File: config.mk
export PLATFORM = sky130hd
export DESIGN_NAME = ps2_rx_core
export DESIGN_NICKNAME = d
export VERILOG_FILES = /design/src/rtl/ps2_rx_core.sv
export SDC_FILE = /design/constraint.sdc
export NUM_CORES = 1
export LEC_CHECK = 0
export BUFFER_PORTS_ARGS = -buffer_cell sky130_fd_sc_hd__buf_2
export CAP_MARGIN = 20
export CORE_UTILIZATION = 45
export CTS_CLUSTER_DIAMETER = 200
export DETAILED_ROUTE_END_ITERATION = 12
export PLACE_DENSITY_LB_ADDON = 0.25
export RECOVER_POWER = 50
export SLEW_MARGIN = 10
export SYNTH_ARGS = -nofsm -noshare
export SYNTH_HDL_FRONTEND = slang
export SYNTH_SLANG_ARGS = --single-unit
File: constraint.sdc
create_clock -name clk_i -period 5.75 [get_ports clk_i]
set_clock_uncertainty 0.15 [all_clocks]
set_input_delay 1.15 -clock clk_i [delete_from_list [all_inputs] [get_ports clk_i]]
set_output_delay 1.15 -clock clk_i [all_outputs]
set_load 0.02 [all_outputs]
File: src/rtl/ps2_rx_core.sv
// PS/2 device-to-host receiver: synchronised, glitch-filtered clock, frame FSM and FWFT byte FIFO.
// Define PS2_PARITY_CHK_EN to reject frames whose odd parity does not hold.
module ps2_rx_core #(
    parameter int FIFO_DEPTH  = 8,
    parameter int FILT_LEN    = 4,
    parameter int TIMEOUT_CYC = 20000
) (
    input  logic                        clk_i,
    input  logic                        rst_n_i,
    input  logic                        en_i,
    input  logic                        ps2_clk_i,
    input  logic                        ps2_dat_i,
    input  logic                        rd_en_i,
    input  logic                        clr_i,
    output logic [7:0]                  dat_o,
    output logic                        empty_o,
    output logic                        full_o,
    output logic [$clog2(FIFO_DEPTH):0] cnt_o,
    output logic                        ovf_o,
    output logic                        frm_err_o,
    output logic                        irq_o
);

    localparam int AW = $clog2(FIFO_DEPTH);
    localparam int FW = $clog2(FILT_LEN + 1);
    localparam int TW = $clog2(TIMEOUT_CYC + 1);

    typedef enum logic [1:0] {IDLE, DATA, PARITY, STOP} state_e;

    logic [1:0]    clkSync_q, datSync_q;
    logic          filtClk_q, filtClk_d, filtPrev_q;
    logic [FW-1:0] filtCnt_q, filtCnt_d;
    logic          strobe, sdat;

    state_e        state_q, state_d;
    logic [2:0]    bitCnt_q, bitCnt_d;
    logic [7:0]    shift_q, shift_d;
    logic          parity_q, parity_d;
    logic [TW-1:0] toCnt_q, toCnt_d;
    logic          push, frmSet, frameOk;

    logic [7:0]    mem_q [FIFO_DEPTH];
    logic [AW-1:0] wrPtr_q, rdPtr_q;
    logic [AW:0]   cnt_q;
    logic          doPush, doPop, ovfSet, ovf_q, frmErr_q;

    always_ff @(posedge clk_i or negedge rst_n_i) begin
        if (!rst_n_i) begin
            clkSync_q  <= 2'b11;
            datSync_q  <= 2'b11;
            filtClk_q  <= 1'b1;
            filtPrev_q <= 1'b1;
            filtCnt_q  <= '0;
        end else begin
            clkSync_q  <= {clkSync_q[0], ps2_clk_i};
            datSync_q  <= {datSync_q[0], ps2_dat_i};
            filtClk_q  <= filtClk_d;
            filtPrev_q <= filtClk_q;
            filtCnt_q  <= filtCnt_d;
        end
    end

    // The filtered clock only moves once the synchronised line has disagreed for FILT_LEN samples in a row.
    always_comb begin
        filtClk_d = filtClk_q;
        filtCnt_d = '0;
        if (clkSync_q[1] != filtClk_q) begin
            if (filtCnt_q == FW'(FILT_LEN - 1)) filtClk_d = ~filtClk_q;
            else                                filtCnt_d = filtCnt_q + FW'(1);
        end
    end

    assign strobe = en_i & filtPrev_q & ~filtClk_q;
    assign sdat   = datSync_q[1];

`ifdef PS2_PARITY_CHK_EN
    assign frameOk = sdat & (^{shift_q, parity_q});
`else
    assign frameOk = sdat;
`endif

    always_ff @(posedge clk_i or negedge rst_n_i) begin
        if (!rst_n_i) begin
            state_q  <= IDLE;
            bitCnt_q <= '0;
            shift_q  <= '0;
            parity_q <= 1'b0;
            toCnt_q  <= '0;
        end else begin
            state_q  <= state_d;
            bitCnt_q <= bitCnt_d;
            shift_q  <= shift_d;
            parity_q <= parity_d;
            toCnt_q  <= toCnt_d;
        end
    end

    always_comb begin
        state_d  = state_q;
        bitCnt_d = bitCnt_q;
        shift_d  = shift_q;
        parity_d = parity_q;
        toCnt_d  = '0;
        push     = 1'b0;
        frmSet   = 1'b0;
        if (!en_i) begin
            state_d = IDLE;
        end else begin
            if (state_q != IDLE && !strobe) toCnt_d = toCnt_q + TW'(1);
            case (state_q)
                IDLE: if (strobe && !sdat) begin
                    state_d  = DATA;
                    bitCnt_d = '0;
                end
                DATA: if (strobe) begin
                    shift_d  = {sdat, shift_q[7:1]};
                    bitCnt_d = bitCnt_q + 3'd1;
                    if (bitCnt_q == 3'd7) state_d = PARITY;
                end
                PARITY: if (strobe) begin
                    parity_d = sdat;
                    state_d  = STOP;
                end
                STOP: if (strobe) begin
                    push    = frameOk;
                    frmSet  = ~frameOk;
                    state_d = IDLE;
                end
                default: state_d = IDLE;
            endcase
            // A stalled line abandons the partial frame so the next start bit is recognised.
            if (state_q != IDLE && !strobe && toCnt_q == TW'(TIMEOUT_CYC - 1)) begin
                state_d = IDLE;
                toCnt_d = '0;
                frmSet  = 1'b1;
            end
        end
    end

    assign empty_o = (cnt_q == '0);
    assign full_o  = (cnt_q == (AW + 1)'(FIFO_DEPTH));
    assign doPop   = rd_en_i & ~empty_o;
    assign doPush  = push & (~full_o | doPop);
    assign ovfSet  = push & full_o & ~rd_en_i;

    always_ff @(posedge clk_i) begin
        if (doPush) mem_q[wrPtr_q] <= shift_q;
    end

    always_ff @(posedge clk_i or negedge rst_n_i) begin
        if (!rst_n_i) begin
            wrPtr_q  <= '0;
            rdPtr_q  <= '0;
            cnt_q    <= '0;
            ovf_q    <= 1'b0;
            frmErr_q <= 1'b0;
        end else begin
            if (doPush) wrPtr_q <= wrPtr_q + AW'(1);
            if (doPop)  rdPtr_q <= rdPtr_q + AW'(1);
            if (doPush && !doPop)      cnt_q <= cnt_q + (AW + 1)'(1);
            else if (doPop && !doPush) cnt_q <= cnt_q - (AW + 1)'(1);
            if (ovfSet)     ovf_q <= 1'b1;
            else if (clr_i) ovf_q <= 1'b0;
            if (frmSet)     frmErr_q <= 1'b1;
            else if (clr_i) frmErr_q <= 1'b0;
        end
    end

    assign dat_o     = empty_o ? 8'h00 : mem_q[rdPtr_q];
    assign cnt_o     = cnt_q;
    assign ovf_o     = ovf_q;
    assign frm_err_o = frmErr_q;
    assign irq_o     = ~empty_o | ovf_q | frmErr_q;

endmodule

Word level (Yosys, flattened, before mapping)
Memory sizes are Yosys's and may differ from the RTL's.
Cells that the tools add are included.
{"block": "word_totals", "regBits": 49, "elab_cells": 102, "output_inout_bits": 17, "input_bits": 7, "memories": 1, "mem_bits_rw": 64}
{"block": "op_classes", "n_reduce_logical": 20, "n_eq_ne": 15, "n_bitwise": 14, "n_mux": 31, "add_sub_neg": 7}
{"name": "mem_q", "words": 8, "width": 8, "rd": 1, "rd_ports_with_merged_regs": 0, "wr": 1, "line": "42", "source": "logic [7:0] mem_q [FIFO_DEPTH];"}
{"cell": "2-to-1 mux 15 bit", "count": 3}
{"cell": "inequality test 4 bit (second input constant)", "count": 5}
{"cell": "adder 15 x 1 -> 15 bit (second input constant)", "count": 1}
{"cell": "equality test 15 bit (second input constant)", "count": 1}
{"cell": "2-to-1 mux 2 bit", "count": 7}
{"cell": "adder 3 x 1 -> 3 bit (second input constant)", "count": 4}
{"cell": "2-to-1 mux 1 bit", "count": 12}
{"cell": "2-to-1 mux 3 bit", "count": 4}
{"cell": "nonzero test 2 bit", "count": 5}
{"cell": "2-to-1 mux 4 bit", "count": 2}
{"cell": "2-to-1 mux 8 bit", "count": 1}
{"cell": "one-hot mux 2 bit (4 select lines)", "count": 1}
{"cell": "bitwise AND 1 bit", "count": 6}
{"cell": "one-hot mux 3 bit (2 select lines)", "count": 1}
{"cell": "logical AND 1 bit", "count": 5}
{"cell": "NOT 1 bit", "count": 5}
{"cell": "AND reduction 5 bit", "count": 1}
{"cell": "adder 4 x 1 -> 4 bit (second input constant)", "count": 1}
{"cell": "equality test 2 bit (second input constant)", "count": 2}
{"cell": "equality test 4 bit (second input constant)", "count": 1}
{"cell": "logical NOT 1 bit", "count": 4}
{"cell": "logical NOT 4 bit", "count": 1}
{"cell": "inequality test 2 bit (second input constant)", "count": 2}
{"cell": "AND reduction 4 bit", "count": 1}
{"cell": "9 further kinds", "count": 11}

Logic depth before layout (Yosys ltp)
Gate-level depths: netlist of run 1.
{"block": "depth", "ltp_word": 10, "depth_mapped": 12, "mapped_depth_nobuf": 11}

Worst setup path before layout of run 1
OpenSTA, ideal clock, no wires.
{"block": "synth_timing", "path_type": "input to register", "startpoint": "input en_i", "endpoint": "register cnt_q[3] (netlist: cnt_o[3])", "t_arrival_ps": 2937, "stages": 12, "n_path_buf": 1, "setup_slack_ps": 2582, "setup_ps": 80, "required_time_ps": 5520, "cell_sequence": "and3b_1 -> buf_6 -> nand3_1 -> nand2b_4 -> inv_2 -> ha_1 -> inv_1 -> ha_1 -> a21o_1 -> a21oi_1 -> mux2i_1 -> xnor2_1"}
{"block": "synth_between", "elab_chain_cells": 9, "word_cells_on_any_way": 11, "cone_classes": "mux (4); bitwise (3); reduce/logical (4)"}
{"element": "start, declared", "line": "10", "source": "input logic en_i,"}
{"element": "bitwise AND 1 bit (2 in a row)", "line": "73", "source": "assign strobe = en_i & filtPrev_q & ~filtClk_q;"}
{"element": "2-to-1 mux 1 bit", "line": "124", "source": "STOP: if (strobe) begin"}
{"element": "2-to-1 mux 1 bit", "line": "110", "source": "case (state_q)"}
{"element": "2-to-1 mux 1 bit *", "line": "106", "source": "if (!en_i) begin"}
{"element": "bitwise AND 1 bit *", "line": "143", "source": "assign doPush = push & (~full_o | doPop);"}
{"element": "via doPush", "line": "45", "source": "logic doPush, doPop, ovfSet, ovf_q, frmErr_q;"}
{"element": "logical NOT 1 bit", "line": "161", "source": "else if (doPop && !doPush) cnt_q <= cnt_q - (AW + 1)'(1);"}
{"element": "logical AND 1 bit", "line": "161"}
{"element": "nonzero test 2 bit (no line)"}
{"element": "end signal, assigned", "line": "160", "source": "if (doPush && !doPop) cnt_q <= cnt_q + (AW + 1)'(1);"}
{"element": "end signal, assigned", "line": "161"}
{"element": "end, declared", "line": "44", "source": "logic [AW:0] cnt_q;"}
Mark *: on every way through the listed nets, which the timed path passes. The rest lies on a longest branch.
A chain may end at the register's enable or synchronous reset.

Final worst setup path of run 1
{"block": "layout_timing", "startpoint": "register rdPtr_q[0]", "endpoint": "output dat_o[1]"}
{"block": "layout_between", "elab_chain_cells": 2}
{"element": "start, declared", "line": "43", "source": "logic [AW-1:0] wrPtr_q, rdPtr_q;"}
{"element": "start signal, assigned", "line": "159", "source": "if (doPop) rdPtr_q <= rdPtr_q + AW'(1);"}
{"element": "memory read (8 x 8 bit)"}
{"element": "2-to-1 mux 8 bit", "line": "169", "source": "assign dat_o = empty_o ? 8'h00 : mem_q[rdPtr_q];"}
{"element": "end, declared", "line": "15", "source": "output logic [7:0] dat_o,"}
No other way between the ends.

==> flow_summary.json, run 1 <==
{
  "p_total_mw": 2.40,
  "drtIter0Drc": 139,
  "synth_edf_count": 64,
  "cts_tree": "yes",
  "violations": "capacitance limit, slew limit",
  "drv_slew": 50,
  "grt_pass1_wl_mm": 13.8,
  "postSynthNetCount": 346,
  "htreeDepth": 4,
  "worst_slack_ns": 2.20,
  "numCtsBuffers": 17,
  "status": "finished with violations",
  "max-clock-path-buffers": 2,
  "synth_compound_area_share_pct": 3.13,
  "path_buf_inv": 2,
  "worst_path_dominant_cell_family": "multiplexers",
  "track_usage_pct": 16.6,
  "areaGrowthSynthToFinish_pct": 16.7,
  "ios": 24,
  "path_max_fanout": 13,
  "worstMarginPinSlew_ns": 2.63,
  "synth-simple-area-share_pct": 10.4,
  "arrival_ns": 2.25,
  "fp.dieW_um": 106,
  "detail_route.first_pass.iterations": 4,
  "dp_hpwl_mm": 5.62,
  "clock_latency_ns": 0.51,
  "ys.warnings.count": 0,
  "wl_per_cell_um": 16.4,
  "post_cts_buffers": 0,
  "dp_slack_ns": 2.15,
  "slew_headroom_pct": -75.2,
  "grt_setup_unrepaired": "false",
  "placement.io_buffers": 23,
  "vias": 2743,
  "hold_viol": 0,
  "postCtsHoldBufs": 0,
  "drtAntennaViolNets": 0,
  "overflow": 0,
  "async_reset_ff_share_pct": 43.4,
  "syn_avg_cell_area_um2": 15.0,
  "viasPerCell": 5.36,
  "ys_seq_elements": 113,
  "fin_cells": 512,
  "grt_max_degree": 50,
  "core_um2": 10400,
  "fin_crit_sh_pct": 61.7,
  "crit_path_start_kind": "register",
  "antenna_found_initial": 0,
  "dpl.cell_count": 478,
  "power-per-cell-area_nw_per_um2": 422,
  "path_class": "reg -> out",
  "setup_tns_ns": 0,
  "synth_top_family_by_area": "multiplexers",
  "critical_path.max_stage_delay_ns": 0.60,
  "drive_gt1_share_pct": 25.8,
  "critPathSlowestCell": "dfrtp_1",
  "min_path_type": "reg -> reg",
  "synth.distinct_cells": 48,
  "cts.sinks": 113,
  "syn_inst": 325,
  "drv_cap": 1,
  "path_cells": "buf_16 -> mux4_2 -> mux2i_1 -> nor2_1 -> buf_2",
  "cts_resized": 0,
  "crit_required_ns": 4.45,
  "synth_mux_area_share_pct": 12.4,
  "ys.flop_type": "edfxtp_1",
  "wirelength_mm": 8.39,
  "start_util_pct": 46.8,
  "netlist_area_um2": 4880,
  "insertedDiodeCount": 0,
  "core.rowCount": 37,
  "cts_root_buffer": "clkbuf_8",
  "dieHeight_um": 106,
  "post-route-util_pct": 54.7,
  "num-fill-cells": 847,
  "period_needed_ns": 3.55,
  "setup_viol": 0,
  "synthAdderAreaFrac_pct": 3.74,
  "grt_pass1_vias": 2727,
  "synth-seq-area-share_pct": 64.7,
  "vdd_drop_max_mv": 0.246,
  "design.die.area_um2": 11300,
  "drc_errors": 0,
  "final_cell_mix": "edfxtp_1 (64), dfrtp_1 (43), nor2_1 (30), buf_2 (25)",
  "crit_path_end_kind": "output port",
  "max_freq_ghz": 0.282,
  "layout.nets": 384,
  "gp_congestion": 0.792,
  "synth_xor_xnor_area_share_pct": 3.59,
  "layout_commonest_cell": "edfxtp_1",
  "clkTransAtPathRegs_ns": 0.05,
  "leakagePower_nw": 2.22
}
==> cells in the mapped netlist (2+ instances only) <==
cell / count / area share (%)
nand2_1: 14 / 1.1
xnor2_1: 14 / 2.5
nor2_1: 30 / 2.3
buf_2: 4 / 0.41
nand4_1: 6 / 0.77
mux2_2: 13 / 3.0
a22o_1: 2 / 0.36
nand3b_1: 2 / 0.31
nor4_1: 5 / 0.64
dfrtp_1: 43 / 22
nor3b_1: 3 / 0.46
xor2_1: 6 / 1.1
mux4_2: 16 / 7.4
dfstp_2: 6 / 3.2
or3_1: 2 / 0.26
nor2b_1: 3 / 0.38
inv_1: 9 / 0.69
clkbuf_1: 3 / 0.23
edfxtp_1: 64 / 39
o21ai_0: 5 / 0.51
nor3_1: 8 / 0.82
o211ai_1: 2 / 0.31
and3_1: 3 / 0.38
ha_1: 13 / 3.3
nand3_1: 9 / 0.92
a21oi_1: 5 / 0.51
mux2i_1: 10 / 2.1
nand2b_1: 5 / 0.64
==> worst reg2reg max path: cells and delay by family, from the launching register on <==
family,cells,cell delay (ns)
XOR/XNOR,1,0.13
adder cells (fa/ha/maj),2,0.45
AND/OR/NAND/NOR,3,0.62
buffers and inverters,2,0.20
multiplexers,1,0.23
AO/OA/AOI/OAI,2,0.33
flip-flops,1,0.65
==> cell families after synthesis <==
| family | after synthesis |
|---|---|
| flip-flops | 113 |
| AND/OR/NAND/NOR | 97 |
| multiplexers | 39 |
| AO/OA/AOI/OAI | 21 |
| buffers and inverters | 21 |
| XOR/XNOR | 20 |
| adder cells (fa/ha/maj) | 14 |
==> layer usage <==
layer,global-route usage (%),vias up,share of wire (%)
met4,8.33,0,1.4
met5,0,-,0
li1,-,1290,-
met3,4.60,9,4.0
met2,25.0,53,48
met1,22.1,1391,46
==> through the flow <==
step | hold slack, ns | area, um2
2_1_floorplan | 0.195 | 4880
3_3_place_gp | 0.196 | 5130
3_5_place_dp | 0.197 | 5140
4_1_cts | 0.204 | 5660
5_1_grt | 0.207 | 5690
6_report | 0.204 | 5690
==> final cells by class <==
class	instances	area, um2	share of cell area (%)
flip-flops and latches	113	3160	55.4
multi-input cells	191	1630	28.7
clock buffers	26	488	8.57
repair buffers	30	179	3.14
well taps	136	170	2.99
inverters	10	37.5	0.659
clock inverters	6	31.3	0.549
==> path summary, 6_finish.rpt <==
path / startpoint / endpoint / slack, ns / cells after the start
hold reg to reg: datSync_q[0]$_DFF_PN1_ / datSync_q[1]$_DFF_PN1_ / 0.20 / 0
setup reg to reg: filtClk_q$_DFFE_PN1P_ / cnt_o[3]$_DFFE_PN0P_ / 2.91 / 11
setup / recovery: rdPtr_q[0]$_DFFE_PN0P_ / dat_o[1] / 2.20 / 5
max in group asynchronous: rst_n_i / shift_q[1]$_DFFE_PN0P_ / 2.64 / 1
min in group asynchronous: rst_n_i / toCnt_q[3]$_DFF_PN0_ / 1.31 / 1
hold / removal: datSync_q[0]$_DFF_PN1_ / datSync_q[1]$_DFF_PN1_ / 0.20 / 0
==> power breakdown <==
part	switching, mW	internal, mW	total [mW]	leakage, nW
sequential	0.110	0.914	1.02	1.24
clock	0.327	0.569	0.896	0.256
combinational	0.234	0.250	0.484	0.724
total	0.672	1.73	2.40	2.22
==> sequential cells by signal, indices dropped and copies added, names as in the netlist <==
register and flops:
mem_q 64, toCnt_q 15, shift_q 8, cnt_o 4, bitCnt_q 3, filtCnt_q 3, rdPtr_q 3, wrPtr_q 3
clkSync_q 2, datSync_q 2, state_q 2, filtClk_q 1, filtPrev_q 1, frm_err_o 1, ovf_o 1
Note: power is estimated with default switching activity, not from simulation.
==> inputs of run 2 (changes only) <==
clock period = 3.3 ns   (was 5.75 ns; I/O delays follow)
==> run 2 against run 1 <==
  * The flow now finishes without violations
  * Critical path type unchanged
  * Core utilization is 1.3 points higher
  * Design area is 2.5% higher
  * Setup slack got worse by 1.9 ns
==> flow_summary.json, run 2 (same netlist as run 1, synthesis figures left out) <==
{
  "min_path_type": "in -> reg",
  "status": "complete, no violations",
  "clock_latency_ns": 0.51,
  "dpl-instance-area_um2": 5200,
  "insertedDiodeCount": 0,
  "drv_cap": 0,
  "layout_commonest_cell": "edfxtp_1",
  "max_freq_ghz": 0.335,
  "final_cell_mix": "edfxtp_1 (64), dfrtp_1 (43), nor2_1 (30), buf_2 (22)",
  "drive_gt1_share_pct": 27.2,
  "dieHeight_um": 106,
  "drc_errors": 0,
  "cts_tree": "yes",
  "slew_headroom_pct": 6.54,
  "numCtsBuffers": 17,
  "gp_congestion": 0.794,
  "arrival_ns": 2.18,
  "vias": 2728,
  "detail_route.first_pass.iterations": 4,
  "grt_pass1_vias": 2812,
  "power-per-cell-area_nw_per_um2": 777,
  "setup_tns_ns": 0,
  "path_class": "reg -> out",
  "clkTransAtPathRegs_ns": 0.05,
  "max-clock-path-buffers": 2,
  "cts_root_buffer": "clkbuf_8",
  "wirelength_mm": 8.12,
  "htreeDepth": 4,
  "leakagePower_nw": 2.29,
  "largest_reg_flops": 64,
  "placement.io_buffers": 23,
  "grt_setup_unrepaired": "false",
  "antenna_found_initial": 0,
  "top_register": "mem_q",
  "crit_path_start_kind": "register",
  "cts_resized": 0,
  "core.rowCount": 37,
  "track_usage_pct": 16.8,
  "postCtsHoldBufs": 0,
  "overflow": 0,
  "reg_top3": "mem_q x64, toCnt_q x15, shift_q x8",
  "hold_viol": 0,
  "start_util_pct": 46.8,
  "ios": 24,
  "drtIter0Drc": 133,
  "areaGrowthSynthToFinish_pct": 19.6,
  "fin_crit_sh_pct": 90.5,
  "fp.dieW_um": 106,
  "drv_slew": 0,
  "design.die.area_um2": 11300,
  "core_um2": 10400,
  "dp_hpwl_mm": 5.43,
  "path_max_fanout": 18,
  "fin_area_um2": 5830,
  "wl_per_cell_um": 15.7,
  "period_needed_ns": 2.99,
  "layout.nets": 390,
  "drtAntennaViolNets": 0,
  "vdd_drop_max_mv": 0.414,
  "grt_max_degree": 48,
  "viasPerCell": 5.27,
  "setup_viol": 0,
  "crit_path_end_kind": "output port",
  "post_cts_buffers": 0,
  "crit_required_ns": 2.49,
  "worstMarginPinSlew_ns": 1.40,
  "post-route-util_pct": 56.0,
  "cts.sinks": 113,
  "grt_pass1_wl_mm": 14.1
}
run 2: metal layers:
layer / vias to the layer above / share of wire, % / wire length [um] / GRT usage (%)
met3: 15 / 4.0 / 325 / 5.21
met2: 43 / 49 / 3970 / 26.1
met4: 0 / 2.1 / 172 / 8.93
li1: 1309 / - / - / -
met5: - / 0 / 0 / 0
met1: 1361 / 45 / 3650 / 21.1
run 2: layout make-up:
class | instances | area (um2)
clock buffers | 21 | 449
fillers | 804 | 4580
flip-flops and latches | 113 | 3160
well taps | 136 | 170
multi-input cells | 191 | 1630
inverters | 10 | 37.5
repair buffers | 36 | 204
clock inverters | 11 | 185
run 2: worst paths after layout:
check	depth (start not counted)	slack, ns	startpoint	endpoint
worst max-delay path	4	0.31	rdPtr_q[1]$_DFFE_PN0P_	dat_o[5]
worst min-delay path	1	0.09	ps2_dat_i	datSync_q[0]$_DFF_PN1_
worst max register to register	11	0.62	cnt_o[1]$_DFFE_PN0P_	cnt_o[3]$_DFFE_PN0P_
worst min register to register	0	0.21	clkSync_q[0]$_DFF_PN1_	clkSync_q[1]$_DFF_PN1_
max in group asynchronous	2	0.98	rst_n_i	toCnt_q[10]$_DFF_PN0_
min in group asynchronous	1	0.31	rst_n_i	toCnt_q[12]$_DFF_PN0_
run 2: power breakdown:
part	internal, mW	switching [mW]
combinational	0.415	0.427
clock	1.33	0.599
sequential	1.59	0.164
total	3.34	1.19
run 2: critical path: stages (launching register included):
cell and delay (ns):
dfrtp_1 0.86, mux4_2 0.42, mux2i_1 0.18, nor2_1 0.05
buf_2 0.15
run 2: through the flow:
stage | std cells | hold slack (ns) | power [mW] | worst slack, ns
6_report | 518 | 0.0931 | 4.53 | 0.314
5_1_grt | 518 | 0.0727 | 4.73 | 0.181
4_1_cts | 517 | 0.0650 | 4.59 | 0.256
3_5_place_dp | 485 | 0.198 | 2.65 | 0.432
3_3_place_gp | 485 | 0.197 | 2.63 | 0.474
2_1_floorplan | 325 | 0.195 | 2.41 | 0.373
==> inputs of run 3 (changes only) <==
CORE_UTILIZATION = 42   (was 45)
==> run 3 against run 2 <==
  * Cell count increased by 0.58%
  * Largest cell class unchanged
  * Design area shrank 0.64%
  * Combinational power barely moved
  * Sequential power about the same
  * Critical path type unchanged
  * Power decreased by 2.6%
  * Flip-flop and latch count is the same
  * Core utilization fell by 3.7 points
  * Largest power group unchanged
  * Die area is 7.0% higher
  * Setup slack better by 0.085 ns
==> flow_summary.json, run 3 (same netlist as run 1, synthesis figures left out) <==
{
  "max-clock-path-buffers": 2,
  "post-route-util_pct": 52.3,
  "critPathSlowestCell": "dfrtp_1",
  "wirelength_mm": 8.80,
  "setup_viol": 0,
  "numCtsBuffers": 17,
  "path_max_fanout": 18,
  "antenna_found_initial": 0,
  "dpl.cell_count": 489,
  "vias": 2737,
  "drtAntennaViolNets": 0,
  "drv_slew": 0,
  "fp.dieW_um": 110,
  "fin_cells": 521,
  "hold_viol": 0,
  "cts_root_buffer": "clkbuf_16",
  "fin_crit_sh_pct": 87.9,
  "grt_max_degree": 37,
  "top_register": "mem_q",
  "drtIter0Drc": 115,
  "setup_tns_ns": 0,
  "grt_pass1_vias": 2734,
  "path_cells": "mux4_2 -> mux2i_1 -> nor2_1 -> buf_2",
  "combPwrFrac_pct": 19.1,
  "crit_path_end_kind": "output port",
  "path_class": "reg -> out",
  "holdWs_ns": 0.180,
  "worst_path_dominant_cell_family": "flip-flops",
  "areaGrowthSynthToFinish_pct": 18.8,
  "start_util_pct": 44.0,
  "wl_per_cell_um": 16.9,
  "layout.nets": 389,
  "overflow": 0,
  "ios": 24,
  "grt_setup_unrepaired": "false",
  "drc_errors": 0,
  "r2r-end": "cnt_o[3]$_DFFE_PN0P_",
  "postCtsHoldBufs": 0,
  "viasPerCell": 5.25,
  "min_path_type": "in -> async",
  "worstMarginPinSlew_ns": 0.894,
  "p_seq_share_pct": 39.9,
  "htreeDepth": 4,
  "clkTransAtPathRegs_ns": 0.05,
  "vdd_drop_max_mv": 0.395,
  "p_int_mw": 3.19,
  "drv_cap": 0,
  "cts_tree": "yes",
  "design.die.area_um2": 12100,
  "period_needed_ns": 2.90,
  "dp_hpwl_mm": 5.52,
  "core.rowCount": 38,
  "layout_commonest_cell": "edfxtp_1",
  "arrival_ns": 2.09,
  "grt_pass1_wl_mm": 14.5,
  "reg_top3": "mem_q x64, toCnt_q x15, shift_q x8",
  "largest_reg_flops": 64,
  "regToRegSetupSlack_ns": 0.61,
  "power-per-cell-area_nw_per_um2": 762,
  "power.share.clock_pct": 41.0,
  "detail_route.first_pass.iterations": 4,
  "max_freq_ghz": 0.345,
  "insertedDiodeCount": 0,
  "swShare_pct": 27.7,
  "path_buf_inv": 1,
  "post_cts_buffers": 0,
  "clock_latency_ns": 0.40,
  "gp_congestion": 0.830,
  "crit_path_start_kind": "register",
  "crit_required_ns": 2.49,
  "dieHeight_um": 110,
  "track_usage_pct": 17.1,
  "final_cell_mix": "edfxtp_1 (64), dfrtp_1 (43), nor2_1 (30), buf_2 (22), clkbuf_16 (17)",
  "drive_gt1_share_pct": 27.6,
  "p_switching_mw": 1.22,
  "worst-r2r-cell-count": 11,
  "cts.sinks": 113,
  "r2r_start": "cnt_o[1]$_DFFE_PN0P_",
  "leakagePower_nw": 2.26,
  "core_um2": 11100,
  "slew_headroom_pct": 40.4,
  "placement.io_buffers": 23,
  "cts_resized": 0,
  "critical_path.max_stage_delay_ns": 0.86,
  "status": "complete, no violations"
}
-- run 3: worst max path at each step --
| stage | from | to | slack, ns | depth (start not counted) |
|---|---|---|---|---|
| floorplan | cnt_o[1]$_DFFE_PN0P_ | cnt_o[3]$_DFFE_PN0P_ | 0.37 | 11 |
| global placement | en_i | cnt_o[3]$_DFFE_PN0P_ | 0.46 | 12 |
| detailed placement | en_i | cnt_o[3]$_DFFE_PN0P_ | 0.41 | 12 |
| CTS | rdPtr_q[1]$_DFFE_PN0P_ | dat_o[4] | 0.35 | 4 |
| global route | rdPtr_q[1]$_DFFE_PN0P_ | dat_o[4] | 0.24 | 4 |
| finish | rdPtr_q[1]$_DFFE_PN0P_ | dat_o[4] | 0.40 | 4 |
-- run 3: power by group through the flow --
stage                     Combinational, mW  Clock, mW  Sequential, mW
after floorplan                       0.684          0            1.72
after global placement                0.849          0            1.79
after detailed placement              0.858          0            1.80
after CTS                             0.862       1.85            1.77
after global routing                  0.928       1.92            1.79
final                                 0.842       1.81            1.76
-- run 3: area by class of cell --
type | instances | area, um2
clock buffers | 19 | 433
clock inverters | 13 | 161
fillers | 940 | 5280
inverters | 10 | 37.5
multi-input cells | 191 | 1630
flip-flops and latches | 113 | 3160
well taps | 140 | 175
repair buffers | 35 | 201
-- run 3: metal layers --
metal	wire [um]	vias up	share of wire, %	track usage (%)
met5	0	-	0	0
met4	131	0	1.5	7.62
met3	227	14	2.6	4.45
met2	4300	42	49	27.1
met1	4140	1375	47	22.0
li1	-	1306	-	-
-- run 3: metrics by stage --
step	total power [mW]	setup WS [ns]	instance area (um2)
3_5_place_dp	2.66	0.412	5210
3_3_place_gp	2.64	0.459	5210
2_1_floorplan	2.41	0.373	4880
5_1_grt	4.64	0.241	5800
6_report	4.41	0.399	5800
4_1_cts	4.48	0.354	5800
